**config.mk**
```make
export PLATFORM = sky130hd
export DESIGN_NAME = cpu_ctrl_seq_flat
export DESIGN_NICKNAME = d
export VERILOG_FILES = /design/src/rtl/cpu_ctrl_seq_if.sv /design/src/rtl/cpu_ctrl_seq.sv /design/src/flat_wrapper.sv
export SDC_FILE = /design/constraint.sdc
export NUM_CORES = 1
export LEC_CHECK = 0
export BUFFER_PORTS_ARGS = -buffer_cell sky130_fd_sc_hd__buf_2
export CAP_MARGIN = 20
export CORE_UTILIZATION = 44
export CTS_CLUSTER_DIAMETER = 200
export DETAILED_ROUTE_END_ITERATION = 10
export PLACE_DENSITY = 0.74
export SLEW_MARGIN = 30
export SYNTH_ARGS = -nofsm -noshare
export SYNTH_HDL_FRONTEND = slang
export SYNTH_SLANG_ARGS = --single-unit
```
**constraint.sdc**
```tcl
create_clock -name clk -period 1.53 [get_ports clk]
set_clock_uncertainty 0.05 [all_clocks]
set_input_delay 0.2295 -clock clk [delete_from_list [all_inputs] [get_ports clk]]
set_output_delay 0.2295 -clock clk [all_outputs]
set_load 0.01 [all_outputs]
```
**src/rtl/cpu_ctrl_seq_if.sv**
```systemverilog
// -----------------------------------------------------------------------------
// cpu_ctrl_seq_if
//   Bundle between the control sequencer and its surroundings: the
//   instruction/immediate source (run, din) and the datapath control strobes
//   (ALU op, A/G strobes, register file selects, bus source selects), plus
//   the status outputs (done, illegal, instr_cnt).
//
//   Modports
//     master : the sequencer; samples run/din, drives every control/status line
//     slave  : instruction source + datapath; drives run/din, observes controls
//
//   Parameters
//     WORD   datapath width (din width)
//     NREG   number of general registers (one-hot select width)
//     CNT_W  retired-instruction counter width
// -----------------------------------------------------------------------------
interface cpu_ctrl_seq_if #(
  parameter int WORD  = 16,
  parameter int NREG  = 8,
  parameter int CNT_W = 16
);
  logic             run;
  logic [WORD-1:0]  din;
  logic [1:0]       alu_op;
  logic             a_in;
  logic             g_in;
  logic             g_out;
  logic             din_out;
  logic [NREG-1:0]  r_in;
  logic [NREG-1:0]  r_out;
  logic             done;
  logic             illegal;
  logic [CNT_W-1:0] instr_cnt;

  modport master (
    input  run, din,
    output alu_op, a_in, g_in, g_out, din_out, r_in, r_out, done, illegal, instr_cnt
  );

  modport slave (
    output run, din,
    input  alu_op, a_in, g_in, g_out, din_out, r_in, r_out, done, illegal, instr_cnt
  );
endinterface

```
**src/rtl/cpu_ctrl_seq.sv**
```systemverilog
// -----------------------------------------------------------------------------
// cpu_ctrl_seq
//   Control sequencer for a 16-bit register/ALU datapath. In T0 it fetches a
//   9-bit instruction (III XXX YYY) from din when run is high, then steps
//   T1..T3 issuing register-file, A/G, bus-source and ALU controls:
//     000 mv  Rx,Ry   T1: Ry -> bus -> Rx, done
//     001 mvi Rx,#D   T1: din -> bus -> Rx, done
//     010 add Rx,Ry   T1: Rx -> A;  T2: G <= A + Ry;  T3: G -> Rx, done
//     011 sub Rx,Ry   as add with G <= A - Ry
//     1xx reserved    see CTRL_ILLEGAL_EN below
//   All controls are a combinational decode of state + IR; only one bus
//   source is ever asserted in a cycle.
//
//   Ports
//     clk    rising-edge clock
//     rst_n  asynchronous active-low reset (state T0, IR 0, counter 0)
//     bus    cpu_ctrl_seq_if.master: run/din in; alu_op, a_in, g_in, g_out,
//            din_out, r_in, r_out, done, illegal, instr_cnt out
//
//   Build option
//     CTRL_ILLEGAL_EN  defined  : a 1xx opcode enters HALT (all outputs 0,
//                                 run ignored until reset) and sets a sticky
//                                 illegal flag; no done is produced.
//                      undefined: a 1xx opcode retires as a NOP in T1 and is
//                                 counted; illegal is tied 0.
// -----------------------------------------------------------------------------
module cpu_ctrl_seq #(
  parameter int WORD  = 16,
  parameter int NREG  = 8,
  parameter int CNT_W = 16
) (
  input  logic          clk,
  input  logic          rst_n,
  cpu_ctrl_seq_if.master bus
);

  localparam int IR_W = 9;

  typedef enum logic [2:0] {
    T0, T1, T2, T3
`ifdef CTRL_ILLEGAL_EN
    , HALT
`endif
  } state_t;

  typedef enum logic [1:0] {
    ALU_NOP = 2'b00,
    ALU_ADD = 2'b01,
    ALU_SUB = 2'b10
  } alu_op_t;

  state_t           state, state_next;
  logic [IR_W-1:0]  ir;
  logic [CNT_W-1:0] instr_cnt;

  // Instruction fields.
  logic       op_rsvd;
  logic [1:0] op_low;
  logic [2:0] rx, ry;

  assign op_rsvd = ir[8];
  assign op_low  = ir[7:6];
  assign rx      = ir[5:3];
  assign ry      = ir[2:0];

  // Only din[8:0] carries the opcode; the upper bits are immediate-only.
  logic din_unused;
  assign din_unused = ^bus.din[WORD-1:IR_W];

  // Decoded controls.
  alu_op_t         alu_op;
  logic            a_in, g_in, g_out, din_out, done;
  logic [NREG-1:0] r_in, r_out;
`ifdef CTRL_ILLEGAL_EN
  logic            set_illegal;
  logic            illegal;
`endif

  function automatic logic [NREG-1:0] onehot(input logic [2:0] idx);
    onehot = NREG'(1) << idx;
  endfunction

  // NOTE: every output gets a default before the case so no path leaves a
  // signal unassigned; otherwise synthesis infers latches.
  always_comb begin
    state_next = state;
    alu_op     = ALU_NOP;
    a_in       = 1'b0;
    g_in       = 1'b0;
    g_out      = 1'b0;
    din_out    = 1'b0;
    done       = 1'b0;
    r_in       = '0;
    r_out      = '0;
`ifdef CTRL_ILLEGAL_EN
    set_illegal = 1'b0;
`endif

    case (state)
      T0: begin
        if (bus.run) state_next = T1;
      end

      T1: begin
        if (op_rsvd) begin
`ifdef CTRL_ILLEGAL_EN
          set_illegal = 1'b1;
          state_next  = HALT;
`else
          done       = 1'b1;
          state_next = T0;
`endif
        end else begin
          case (op_low)
            2'b00: begin            // mv
              r_out      = onehot(ry);
              r_in       = onehot(rx);
              done       = 1'b1;
              state_next = T0;
            end
            2'b01: begin            // mvi
              din_out    = 1'b1;
              r_in       = onehot(rx);
              done       = 1'b1;
              state_next = T0;
            end
            default: begin          // add / sub: first operand into A
              r_out      = onehot(rx);
              a_in       = 1'b1;
              state_next = T2;
            end
          endcase
        end
      end

      T2: begin
        r_out      = onehot(ry);
        g_in       = 1'b1;
        alu_op     = op_low[0] ? ALU_SUB : ALU_ADD;
        state_next = T3;
      end

      T3: begin
        g_out      = 1'b1;
        r_in       = onehot(rx);
        done       = 1'b1;
        state_next = T0;
      end

`ifdef CTRL_ILLEGAL_EN
      HALT: state_next = HALT;
`endif

      default: state_next = T0;
    endcase
  end

  // NOTE: clocked state uses non-blocking assignments so every register
  // samples pre-edge values regardless of statement order.
  always_ff @(posedge clk or negedge rst_n) begin
    if (!rst_n) begin
      state     <= T0;
      ir        <= '0;
      instr_cnt <= '0;
    end else begin
      state <= state_next;
      if (state == T0 && bus.run) ir <= bus.din[IR_W-1:0];
      if (done) instr_cnt <= instr_cnt + 1'b1;   // wraps naturally
    end
  end

`ifdef CTRL_ILLEGAL_EN
  always_ff @(posedge clk or negedge rst_n) begin
    if (!rst_n)           illegal <= 1'b0;
    else if (set_illegal) illegal <= 1'b1;
  end
  assign bus.illegal = illegal;
`else
  assign bus.illegal = 1'b0;
`endif

  assign bus.alu_op    = alu_op;
  assign bus.a_in      = a_in;
  assign bus.g_in      = g_in;
  assign bus.g_out     = g_out;
  assign bus.din_out   = din_out;
  assign bus.r_in      = r_in;
  assign bus.r_out     = r_out;
  assign bus.done      = done;
  assign bus.instr_cnt = instr_cnt;

endmodule
```
**src/flat_wrapper.sv**
```systemverilog
// flat-port wrapper written by rule: the top's interface ports become plain ports
module cpu_ctrl_seq_flat 
#(
  parameter int WORD  = 16,
  parameter int NREG  = 8,
  parameter int CNT_W = 16
)
  (clk, rst_n, bus_run, bus_din, bus_alu_op, bus_a_in, bus_g_in, bus_g_out, bus_din_out, bus_r_in, bus_r_out, bus_done, bus_illegal, bus_instr_cnt);
  cpu_ctrl_seq_if #(.WORD(WORD), .NREG(NREG), .CNT_W(CNT_W)) bus_i ();
  input  logic clk;
  input  logic rst_n;
  input wire logic [$bits(bus_i.run)-1:0] bus_run;
  input wire logic [$bits(bus_i.din)-1:0] bus_din;
  output wire logic [$bits(bus_i.alu_op)-1:0] bus_alu_op;
  output wire logic [$bits(bus_i.a_in)-1:0] bus_a_in;
  output wire logic [$bits(bus_i.g_in)-1:0] bus_g_in;
  output wire logic [$bits(bus_i.g_out)-1:0] bus_g_out;
  output wire logic [$bits(bus_i.din_out)-1:0] bus_din_out;
  output wire logic [$bits(bus_i.r_in)-1:0] bus_r_in;
  output wire logic [$bits(bus_i.r_out)-1:0] bus_r_out;
  output wire logic [$bits(bus_i.done)-1:0] bus_done;
  output wire logic [$bits(bus_i.illegal)-1:0] bus_illegal;
  output wire logic [$bits(bus_i.instr_cnt)-1:0] bus_instr_cnt;
  assign bus_i.run = bus_run;
  assign bus_i.din = bus_din;
  assign bus_alu_op = bus_i.alu_op;
  assign bus_a_in = bus_i.a_in;
  assign bus_g_in = bus_i.g_in;
  assign bus_g_out = bus_i.g_out;
  assign bus_din_out = bus_i.din_out;
  assign bus_r_in = bus_i.r_in;
  assign bus_r_out = bus_i.r_out;
  assign bus_done = bus_i.done;
  assign bus_illegal = bus_i.illegal;
  assign bus_instr_cnt = bus_i.instr_cnt;
  cpu_ctrl_seq #(.WORD(WORD), .NREG(NREG), .CNT_W(CNT_W)) u_core (.clk(clk), .rst_n(rst_n), .bus(bus_i));
endmodule
```
==> results.sh, run 1 <==
export IMPL_yosys_warnings=0
export IMPL_rsz0062_at_grt="yes"
export IMPL_yosysTopAreaCell="dfrtp_1"
export IMPL_cp_end_kind="primary output"
export IMPL_wirelength_um=3900
export IMPL_antenna_found_initial=0
export IMPL_crit_required_ps=1250
export IMPL_status="finished with violations"
export IMPL_io_pin_count=59
export IMPL_multi_input_area_um2=1030
export IMPL_maxCapViolations=0
export IMPL_grt_pass1_vias=1284
export IMPL_slew_headroom_pct=60.1
export IMPL_syn_area_um2=1540
export IMPL_areaGrowthSynthToFinish_pct=53.2
export IMPL_vias=1446
export IMPL_startpoint_type="flip-flop"
export IMPL_dp_cells=261
export IMPL_portBuffers=50
export IMPL_die_x_um=61.1
export IMPL_synthCells=156
export IMPL_holdPathStages=2
export IMPL_viasPerCell=5.24
export IMPL_grt_ovfl_total=0
export IMPL_holdWs_ps=72.0
export IMPL_async_flop_share_pct=100
export IMPL_holdPathEnd="u_core.ir[0]$_DFFE_PN0P_"
export IMPL_cts_root_buf="clkbuf_4"
export IMPL_tightest_slew_ps=599
export IMPL_synthDistinctLibCells=35
export IMPL_finalHoldViolCount=0
export IMPL_clock_path_buffers=2
export IMPL_nNetsFinal=256
export IMPL_reg2reg_depth=8
export IMPL_yosysSeqAreaShare_pct=44.0
export IMPL_synth_area_leaders="dfrtp_1 (44%), xnor2_1 (7.4%), mux2_2 (6.6%)"
export IMPL_violations="setup timing"
export IMPL_routedWlPerCell_um=14.1
export IMPL_synth_top_area_share_pct=44.0
export IMPL_hpwl_um=2460
export IMPL_die_area_um2=3730
export IMPL_layout_setup_ws_ps=-540
export IMPL_grt_max_degree=28
export IMPL_r2r_start="u_core.state[1]$_DFFE_PN0P_"
export IMPL_worstPathMaxFanout=8
export IMPL_clock_latency_ps=320
export IMPL_hp_start="bus_din[0]"
export IMPL_detail_route_antenna_nets=0
export IMPL_core_um2=3340
export IMPL_synth_nets=181
export IMPL_hp_class="in -> reg"
export IMPL_grt_usage_pct=21.3
export IMPL_cts_buffers=3
export IMPL_stdcell_count=276
export IMPL_ir_worst_vdd_mv=1.11
export IMPL_clock_fmax_mhz=483
export IMPL_cts_num_sinks=27
export IMPL_n_antenna_cell=0
export IMPL_start_util_pct=46.0
export IMPL_synth_edf_count=0
export IMPL_drc=0
export IMPL_maxSlewViolCount=0
export IMPL_path_clk_slew_ps=160
export IMPL_synth_seq_cells=27
export IMPL_first_iter_violations=78
export IMPL_period_needed_ps=2070
export IMPL_power_density_nw_per_um2=1750
export IMPL_setup_viol=43
export IMPL_grt_pass1_wl_um=5810
export IMPL_crit_type="reg -> out"
export IMPL_critical_path_arrival_ps=1790
export IMPL_fp_row_count=21
export IMPL_ys_top_cells_by_count="dfrtp_1 (27), nand2_1 (14), nor2_1 (14)"
export IMPL_cts_tree="built"
export IMPL_cellLeakagePower_nw=1.15
export IMPL_dr_pass1_iters=4
export IMPL_die_h_um=61.1
export IMPL_synth_main_ff_cell="dfrtp_1"
export IMPL_cts_htree_levels=1
export IMPL_r2r_end="u_core.bus.instr_cnt[12]$_DFFE_PN0P_"
export IMPL_synth_most_common_cell="dfrtp_1"
export IMPL_r2r_setup_slack_ps=-200
export IMPL_syn_avg_cell_area_um2=9.85
export IMPL_period_share_pct=135
export IMPL_place_gp_congestion=0.770
export IMPL_drive_gt1_share_pct=51.7
export IMPL_nFillCells=263
export IMPL_final_core_util_pct=70.5
export IMPL_regArea_um2=677
[critical path, stage by stage, from the launching register on]
cell      delay [ps]
dfrtp_1          420
inv_2             90
ha_4             130
nor3b_4          230
a21o_4           200
nand4b_1         120
a21boi_2         140
buf_2            140
[per-stage QoR]
stage / setup slack, ps / area (um2) / TNS, ps / power [W]
floorplan: -154 / 1580 / -1540 / 0.00230
global placement: -215 / 1990 / -2660 / 0.00293
detailed placement: -238 / 1990 / -3440 / 0.00298
CTS: -513 / 2270 / -10180 / 0.00388
global route: -639 / 2350 / -15150 / 0.00438
finish: -540 / 2350 / -11680 / 0.00412
[how the worst max path moves through the flow]
stage | from | end | slack (ps) | depth (start not counted)
global route | u_core.state[1]$_DFFE_PN0P_ | bus_r_out[5] | -640 | 7
detailed placement | u_core.state[1]$_DFFE_PN0P_ | bus_r_out[5] | -240 | 7
finish | u_core.state[1]$_DFFE_PN0P_ | bus_r_out[5] | -540 | 7
global placement | u_core.state[1]$_DFFE_PN0P_ | bus_r_out[5] | -220 | 7
CTS | u_core.state[0]$_DFFE_PN0P_ | bus_r_out[4] | -510 | 6
floorplan | u_core.state[1]$_DFFE_PN0P_ | bus_r_out[4] | -150 | 6
[power by group]
part	switching, W	internal (W)	leakage [nW]
Combinational	0.00106	0.00143	0.789
Sequential	0.000395	0.000934	0.344
Clock	0.000215	0.0000998	0.0139
[logic make-up after synthesis]
logic type | after synthesis | synth area share (%)
and+or+nand+nor | 71 | 25.0
DFF | 27 | 44.0
AOI/OAI and AO/OA | 17 | 8.06
xor gates and xnor gates | 15 | 8.55
buffers and inverters | 10 | 2.69
muxes | 9 | 6.60
adders and majority gates | 6 | 4.89
other | 1 | 0.244
[per-layer routing]
metal	track usage, %	routed length (um)
met5	0	0
met4	8.77	65
met3	3.57	189
met2	36.6	1950
met1	26.7	1690
[layout make-up]
cell class | instances | area share, %
sequential | 27 | 28.8
timing repair buffer | 76 | 23.2
clock buffer | 3 | 0.957
inverter | 4 | 0.744
multi-input combinational | 119 | 43.6
tap | 46 | 2.45
clock inverter | 1 | 0.319
[cells in the final DEF (no fill, tap or decap), types with 3 or more instances in the layout]
master    synthesis  final
nand4b_1          3      3
nand2_1          14     12
and3_1            3      3
dfrtp_1          27     26
buf_6             0     12
ha_4              0      3
xnor2_1          13     13
nor2b_1           7      6
buf_4             1     13
nand3_1           8      7
clkbuf_4          0      3
buf_2             0     47
a21boi_2          0      5
mux2_4            0      9
nor2_1           14     14
nand4_1           6      6
[what timing repair did]
item	4_1_cts	5_1_grt
hold endpoints to repair	27	0
endpoints found under the setup margin	39	48
pin swaps	11	12
gates cloned	1	0
setup buffers	9	4
resized for setup	35	14
hold buffers	1	0
[state kept, by name (all words and copies together), names as in the netlist]
name,flops
u_core.state,2
u_core.bus.instr_cnt,16
u_core.ir,9
Power figures use the tool's default switching activity.
==> run 2: changes to the inputs <==
--- a/config.mk
+++ b/config.mk
@@ -11,6 +11,7 @@
 export CTS_CLUSTER_DIAMETER = 200
 export DETAILED_ROUTE_END_ITERATION = 10
 export PLACE_DENSITY = 0.74
+export SKIP_CTS_REPAIR_TIMING = 1
 export SLEW_MARGIN = 30
 export SYNTH_ARGS = -nofsm -noshare
 export SYNTH_HDL_FRONTEND = slang
==> run 2 against run 1 <==
- fmax is 1.3% lower
- highest routed layer unchanged
- the flow still finishes with violations (setup timing)
- sequential cell count unchanged
- largest cell class unchanged
- sequential power is essentially flat
- worst setup slack got worse by 27 ps
- combinational power decreased by 3%
- critical path depth fell by 1
- via count is 0.76% lower
- sequential share of layout area is 0.32 points higher
- critical endpoint is now bus_r_out[0]
- final area decreased by 1.1%
- register-to-register slack got worse by 80 ps
- final cell count grew 1.1%
==> results.sh, run 2 (synthesis gave the netlist of run 1 again) <==
export IMPL_finalHoldViolCount=0
export IMPL_rsz0062_at_grt="yes"
export IMPL_n_antenna_cell=0
export IMPL_crit_required_ps=1250
export IMPL_finalPower_w=0.00404
export IMPL_violations="setup timing"
export IMPL_areaGrowthSynthToFinish_pct=51.5
export IMPL_period_needed_ps=2100
export IMPL_startpoint_type="flip-flop"
export IMPL_final_cell_mix="buf_2 (48), dfrtp_1 (26), buf_4 (18)"
export IMPL_use_met3_pct=3.15
export IMPL_portBuffers=50
export IMPL_grt_max_degree=28
export IMPL_dr_pass1_iters=4
export IMPL_holdWs_ps=72.6
export IMPL_vias=1435
export IMPL_place_gp_congestion=0.770
export IMPL_hp_class="in -> reg"
export IMPL_crit_type="reg -> out"
export IMPL_final_core_util_pct=69.7
export IMPL_layout_setup_ws_ps=-568
export IMPL_status="finished with violations"
export IMPL_ir_worst_vdd_mv=1.14
export IMPL_final_common_cell="buf_2"
export IMPL_cts_htree_levels=1
export IMPL_wirelength_um=3790
export IMPL_cp_end_kind="primary output"
export IMPL_clock_path_buffers=2
export IMPL_antenna_found_initial=0
export IMPL_die_area_um2=3730
export IMPL_tightest_slew_ps=606
export IMPL_regArea_um2=677
export IMPL_top_usage_layer="met2"
export IMPL_detail_route_antenna_nets=0
export IMPL_drc=0
export IMPL_clock_fmax_mhz=477
export IMPL_die_h_um=61.1
export IMPL_dp_cells=261
export IMPL_worstPathMaxFanout=8
export IMPL_period_share_pct=137
export IMPL_cts_tree="built"
export IMPL_maxSlewViolCount=0
export IMPL_cellLeakagePower_nw=1.12
export IMPL_gr_usage_met2_pct=29.8
export IMPL_start_util_pct=46.0
export IMPL_setup_viol=46
export IMPL_cpLargestDelayFamily="flip-flops"
export IMPL_drive_gt1_share_pct=54.5
export IMPL_clock_latency_ps=320
export IMPL_slew_headroom_pct=59.6
export IMPL_fp_row_count=21
export IMPL_routedWlPerCell_um=13.6
export IMPL_core_um2=3340
export IMPL_grt_ovfl_total=0
export IMPL_final_area_um2=2330
export IMPL_hpwl_um=2460
export IMPL_largest_registers="u_core.bus.instr_cnt (16), u_core.ir (9), u_core.state (2)"
export IMPL_cts_buffers=3
export IMPL_largest_register="u_core.bus.instr_cnt"
export IMPL_stdcell_count=279
export IMPL_die_x_um=61.1
export IMPL_slowest_delay_ps=480
export IMPL_maxCapViolations=0
export IMPL_slowest_stage="dfrtp_2"
export IMPL_nFillCells=262
export IMPL_io_pin_count=59
export IMPL_path_clk_slew_ps=150
export IMPL_nNetsFinal=259
export IMPL_grt_pass1_wl_um=5010
export IMPL_viasPerCell=5.14
export IMPL_multi_input_area_um2=1000
export IMPL_largest_reg_flops=16
export IMPL_crit_chain="ha_4 -> nor3b_4 -> a21o_4 -> a22oi_1 -> nor2b_1 -> buf_2"
export IMPL_grt_pass1_vias=1135
export IMPL_power_density_nw_per_um2=1740
export IMPL_grt_usage_pct=18.3
export IMPL_cts_num_sinks=27
export IMPL_crit_buf_inv=1
export IMPL_post_dp_cell_area_um2=1990
export IMPL_critical_path_arrival_ps=1820
export IMPL_met1_usage_pct=24.6
export IMPL_first_iter_violations=77
export IMPL_cts_root_buf="clkbuf_4"
run 2: final timing paths:
path,endpoint,from,slack [ps],cells after the start
max,bus_r_out[0],u_core.state[0]$_DFFE_PN0P_,-570,6
min,u_core.ir[0]$_DFFE_PN0P_,bus_din[0],70,2
max reg2reg,u_core.bus.instr_cnt[8]$_DFFE_PN0P_,u_core.state[0]$_DFFE_PN0P_,-280,10
min reg2reg,u_core.bus.instr_cnt[14]$_DFFE_PN0P_,u_core.bus.instr_cnt[14]$_DFFE_PN0P_,440,1
max in group asynchronous,u_core.state[0]$_DFFE_PN0P_,rst_n,620,2
min in group asynchronous,u_core.bus.instr_cnt[12]$_DFFE_PN0P_,rst_n,370,2
run 2: area by class of cell:
| type | count | share of cell area, % |
|---|---|---|
| Multi-Input combinational cell | 119 | 43.1 |
| Clock inverter | 1 | 0.323 |
| Timing Repair Buffer | 79 | 23.3 |
| Sequential cell | 27 | 29.1 |
| Tap cell | 46 | 2.47 |
| Inverter | 4 | 0.753 |
| Clock buffer | 3 | 0.968 |
run 2: metrics by stage:
step / TNS, ps / setup slack, ps
after floorplan: -1540 / -154
after global placement: -2660 / -215
after detailed placement: -3440 / -238
after CTS: -11350 / -620
after global routing: -15720 / -668
final: -11950 / -568
run 2: where the power goes:
| part | internal (W) | switching, W | total [W] |
|---|---|---|---|
| registers | 0.000934 | 0.000383 | 0.00132 |
| clock network | 0.0000998 | 0.000214 | 0.000313 |
| logic | 0.00139 | 0.00102 | 0.00241 |
run 2: metal layers:
metal	vias to the layer above	wire length (um)	share of wire (%)
met4	0	47	1.2
met2	53	1900	50
met5	-	0	0
met3	4	205	5.4
li1	692	-	-
met1	686	1640	43
